**config.mk**
```make
export PLATFORM = sky130hd
export DESIGN_NAME = imem_arbiter
export DESIGN_NICKNAME = d
export VERILOG_FILES = /design/src/rtl/imem_arbiter.sv
export SDC_FILE = /design/constraint.sdc
export NUM_CORES = 1
export LEC_CHECK = 0
export CELL_PAD_IN_SITES_DETAIL_PLACEMENT = 1
export CELL_PAD_IN_SITES_GLOBAL_PLACEMENT = 2
export CORE_MARGIN = 2
export CORE_UTILIZATION = 24
export CTS_CLUSTER_DIAMETER = 40
export CTS_CLUSTER_SIZE = 30
export DETAILED_ROUTE_END_ITERATION = 10
export MAX_ROUTING_LAYER = met4
export PLACE_DENSITY_LB_ADDON = 0.1
export SLEW_MARGIN = 20
export SYNTH_ARGS = -nofsm -noshare
export SYNTH_HDL_FRONTEND = slang
export SYNTH_SLANG_ARGS = --single-unit
```
**constraint.sdc**
```tcl
create_clock -name clk_i -period 4.25 [get_ports clk_i]
set_input_delay 0.6375 -clock clk_i [delete_from_list [all_inputs] [get_ports clk_i]]
set_output_delay 0.6375 -clock clk_i [all_outputs]
set_load 0.005 [all_outputs]
```
**src/rtl/imem_arbiter.sv**
```systemverilog
// imem_arbiter: arbitrates the instruction memory's single combinational read
// port between the fetch stage (port 0) and the debug/trace port (port 1).
//
// Ports:
//   clk_i, rst_i          clock (rising edge), asynchronous active-high reset
//   f_req_i, f_addr_i     fetch request / byte address
//   f_gnt_o               fetch granted this cycle (combinational)
//   f_valid_o/data/err    fetch response, one cycle after the grant
//   d_*                   debug port, same widths and meanings
//   mem_address_o         address driven to instruction memory
//   mem_instruction_i     word returned combinationally by memory
//
// Fetch has priority. A saturating wait counter forces a debug grant once
// debug has been denied MAX_WAIT consecutive requesting cycles.

module imem_arbiter_rsp (
  input  logic        clk_i,
  input  logic        rst_i,
  input  logic        gnt_i,
  input  logic        err_i,
  input  logic [31:0] word_i,
  output logic        valid_o,
  output logic [31:0] data_o,
  output logic        err_o
);
  logic        valid_q;
  logic [31:0] data_q;
  logic        err_q;

  // Data/err hold between responses; valid is a one-cycle pulse per grant.
  always_ff @(posedge clk_i or posedge rst_i) begin
    if (rst_i) begin
      valid_q <= 1'b0;
      data_q  <= 32'h0;
      err_q   <= 1'b0;
    end else begin
      valid_q <= gnt_i;
      if (gnt_i) begin
        data_q <= err_i ? 32'h0 : word_i;
        err_q  <= err_i;
      end
    end
  end

  assign valid_o = valid_q;
  assign data_o  = data_q;
  assign err_o   = err_q;
endmodule

module imem_arbiter #(
  parameter logic [31:0] BASE     = 32'h0000_0004,
  parameter logic [31:0] SIZE     = 32'h0000_0800,
  parameter int          MAX_WAIT = 4
) (
  input  logic        clk_i,
  input  logic        rst_i,
  input  logic        f_req_i,
  input  logic [31:0] f_addr_i,
  output logic        f_gnt_o,
  output logic        f_valid_o,
  output logic [31:0] f_data_o,
  output logic        f_err_o,
  input  logic        d_req_i,
  input  logic [31:0] d_addr_i,
  output logic        d_gnt_o,
  output logic        d_valid_o,
  output logic [31:0] d_data_o,
  output logic        d_err_o,
  output logic [31:0] mem_address_o,
  input  logic [31:0] mem_instruction_i
);
  localparam int          NP    = 2;  // 0 = fetch, 1 = debug
  localparam logic [3:0]  MAX_W = MAX_WAIT[3:0];
  // 33-bit bounds so BASE+SIZE cannot wrap.
  localparam logic [32:0] LO    = {1'b0, BASE};
  localparam logic [32:0] HI    = {1'b0, BASE} + {1'b0, SIZE};

  typedef struct packed {
    logic        req;
    logic [31:0] addr;
  } req_t;

  req_t [NP-1:0]        req;
  logic [NP-1:0]        gnt;
  logic [NP-1:0]        rsp_valid;
  logic [NP-1:0][31:0]  rsp_data;
  logic [NP-1:0]        rsp_err;

  logic [3:0]  wait_cnt_q, wait_cnt_d;
  logic [31:0] last_addr_q, last_addr_d;
  logic        force_dbg;
  logic [31:0] gnt_addr;
  logic        acc_err;
  logic [32:0] addr33;

  assign req[0] = {f_req_i, f_addr_i};
  assign req[1] = {d_req_i, d_addr_i};

  // Grant: fetch wins unless debug has waited MAX_WAIT cycles.
  always_comb begin
    force_dbg = (wait_cnt_q == MAX_W);
    gnt[0]    = req[0].req & ~(req[1].req & force_dbg);
    gnt[1]    = req[1].req & (~req[0].req | force_dbg);
  end

  // Wait counter: counts denied debug cycles, saturates, clears on grant/idle.
  always_comb begin
    wait_cnt_d = wait_cnt_q;
    if (!req[1].req || gnt[1])
      wait_cnt_d = 4'd0;
    else if (wait_cnt_q < MAX_W)
      wait_cnt_d = wait_cnt_q + 4'd1;
  end

  // Address mux; memory sees the last granted address when idle.
  always_comb begin
    gnt_addr    = gnt[1] ? req[1].addr : req[0].addr;
    last_addr_d = last_addr_q;
    if (|gnt)
      last_addr_d = gnt_addr;
    mem_address_o = (|gnt) ? gnt_addr : last_addr_q;
  end

  // Legality of the granted address.
  always_comb begin
    addr33  = {1'b0, gnt_addr};
    acc_err = (gnt_addr[1:0] != 2'b00) | (addr33 < LO) | (addr33 >= HI);
  end

  always_ff @(posedge clk_i or posedge rst_i) begin
    if (rst_i) begin
      wait_cnt_q  <= 4'd0;
      last_addr_q <= BASE;
    end else begin
      wait_cnt_q  <= wait_cnt_d;
      last_addr_q <= last_addr_d;
    end
  end

  genvar p;
  generate
    for (p = 0; p < NP; p++) begin : g_rsp
      imem_arbiter_rsp u_rsp (
        .clk_i   (clk_i),
        .rst_i   (rst_i),
        .gnt_i   (gnt[p]),
        .err_i   (acc_err),
        .word_i  (mem_instruction_i),
        .valid_o (rsp_valid[p]),
        .data_o  (rsp_data[p]),
        .err_o   (rsp_err[p])
      );
    end
  endgenerate

  assign f_gnt_o   = gnt[0];
  assign d_gnt_o   = gnt[1];
  assign f_valid_o = rsp_valid[0];
  assign f_data_o  = rsp_data[0];
  assign f_err_o   = rsp_err[0];
  assign d_valid_o = rsp_valid[1];
  assign d_data_o  = rsp_data[1];
  assign d_err_o   = rsp_err[1];
endmodule

```
==> reports/metrics.cfg <==
[run_status]
status=finished clean

[logic_synthesis]
ys_async_sr_fraction_pct=100
yosysUniqueCellTypes=31
yosys.area.top_type=dfrtp_1
synth_nets=483
yosysSeqAreaShare_pct=61.0
synth_top_cell_area_share_pct=60.3
synth-seq-cells=104
synth_top_cells_by_area=dfrtp_1 60%, a32o_1 7.5%, a22o_2 6.6%
syn_area_um2=4270
synth_edf_count=0
syn_avg_cell_area_um2=11.2
synth_common_cells=103 x dfrtp_1, 69 x nand2_1, 40 x nor2_1
yosysMostFrequentCell=dfrtp_1
syn_inst=381
ys_warn_count=0
synth_ff_type=dfrtp_1

[drt]
detail_route.first_pass.iterations=4
drcViolationCount=0
avgRoutedWirePerCell_um=19.7
drtAntennaViolNets=0
drt_iter0_drc=149
routed_wl_mm=15.9
viasPerCell=4.88
vias=3936

[floorplan]
core-area_um2=17400
die_area_um2=18900
initial_core_util_pct=24.6
die_y_um=137
num_rows=48
fp.dieW_um=137
ioPinCount=202

[placement]
place_ws_ns=0.425
dpl_cell_area_um2=6580
dpl.hpwl_mm=11.2
gp_congestion=0.771
numPortBuffers=201

[cts]
cts_resized=0
path_clk_slew_ns=0.07
cts_tree=built
numClockSinks=104
clockBufferDepth=2
hold_buffers=0
htree_levels=3
root_buffer=clkbuf_16
cts_buffers=9
cts_setup_buffers=0
clock_latency_ns=0.35

[pwr]
switchingPower_uw=563
swShare_pct=25.8
leakagePower_uw=0.00290
pwr-share-comb_pct=15.2
intPower_uw=1620
ir_drop_mv=0.197
p_seq_share_pct=47.4
power_density_nw_per_um2=318
clkPwrFrac_pct=37.4

[timing]
worstMarginPinSlew_ns=0.773
setup_violations=0
relSlewSlack_pct=47.4
fin_crit_sh_pct=88.3
rsz0062_at_grt=no
worst_clock_skew_ns=0.00772
slew_violations=0
holdWs_ns=0.494
max_freq_mhz=267
finalCriticalPeriod_ns=3.75
hold_viol_final=0
setup_ws_ns=0.498
setup_tns_ns=0

[global_route]
grt_overflow=0
grt_pass1_vias=4312
grt_usage_pct=17.5
antenna_found_initial=0
grt_first_pass_wirelength_mm=24.2
grt_max_degree=58

[min_path]
hp-class=flop to flop
hp-start=g_rsp[0].u_rsp.data_o[22]

[critical_path]
path_class=input pin to output port
worstPathMaxFanout=30
required_ns=3.61
cp-start-kind=input pin
r2r-start=wait_cnt_q[0]
critPathCaptureType=output port
setup.worst_path.start=d_req_i
arrival_ns=3.11
ff2ff_setup_slack_ns=1.34

[final_layout]
drive_gt1_share_pct=10.7
syn2layout_area_growth_pct=60.7
nNetsFinal=678
stdcell_area_um2=6860
antenna_cells=0
fin_util_pct=39.5

[run]
max_cap_viol_count=0

worst max-delay path, cell delays in order:
cell	delay [ns]
clkdlybuf4s50_1	0.52
nand4b_1	0.18
a21boi_4	0.39
buf_4	0.44
nand2_1	0.10
a31oi_1	0.28
clkdlybuf4s50_1	0.56
power by group through the flow:
stage	clock, uW	combinational (uW)	sequential [uW]
floorplan	0	106	1050
global placement	0	333	1050
detailed placement	0	337	1050
CTS	857	339	1030
global route	885	363	1040
finish	816	332	1030
path summary, 6_finish.rpt:
path,end,cells past startpoint
max,mem_address_o[29],7
min,g_rsp[0].u_rsp.data_o[22],1
max reg2reg,g_rsp[0].u_rsp.data_o[12],8
min reg2reg,g_rsp[0].u_rsp.data_o[22],1
max in group asynchronous,g_rsp[1].u_rsp.data_o[29],3
min in group asynchronous,g_rsp[0].u_rsp.data_o[19],2
per-stage QoR:
step | total power (uW) | std cells
6_report | 2180 | 806
5_1_grt | 2280 | 806
2_1_floorplan | 1160 | 381
4_1_cts | 2230 | 806
3_3_place_gp | 1390 | 789
3_5_place_dp | 1390 | 790
state kept, by name (all words and copies together), names as in the netlist:
name,flops
g_rsp.u_rsp.valid_o,2
last_addr_q,32
wait_cnt_q,4
g_rsp.u_rsp.err_o,2
g_rsp.u_rsp.data_o,64
cells by family (layout without fill, tap and decap cells):
| group | Yosys count | after routing | synth area share (%) |
|---|---|---|---|
| buffers and inverters | 36 | 236 | 3.81 |
| multiplexers | 1 | 1 | 0.234 |
| AO/OA/AOI/OAI | 103 | 103 | 20.7 |
| XOR/XNOR | 2 | 2 | 0.410 |
| adder cells (fa/ha/maj) | 2 | 2 | 0.586 |
| AND/OR/NAND/NOR | 133 | 133 | 13.4 |
| flip-flops | 104 | 104 | 61.0 |
metal layers:
| layer | track usage [%] | vias up | share of wire (%) |
|---|---|---|---|
| li1 | - | 1795 | - |
| met1 | 20.9 | 1987 | 44 |
| met2 | 28.0 | 141 | 47 |
| met3 | 6.36 | 13 | 8.8 |
| met4 | 4.64 | 0 | 1.1 |
| met5 | - | - | 0 |
area by class of cell:
type / count / area (um^2)
fillers: 1908 / 10500
well taps: 225 / 282
flip-flops and latches: 104 / 2600
multi-input cells: 241 / 1540
inverters: 8 / 32.5
repair buffers: 212 / 2130
clock buffers: 11 / 243
clock inverters: 5 / 40.0
cell usage in the layout, fill, tap and decap left out, types with 4 or more instances in the layout:
master	instances
a32o_1	32
nor4_1	11
clkdlybuf4s50_1	201
nor2_1	40
buf_4	8
a22o_2	28
a31oi_1	32
a22o_1	4
dfrtp_1	103
nand2_1	68
clkbuf_16	9
inv_1	6
(Power assumes the default switching activity.)
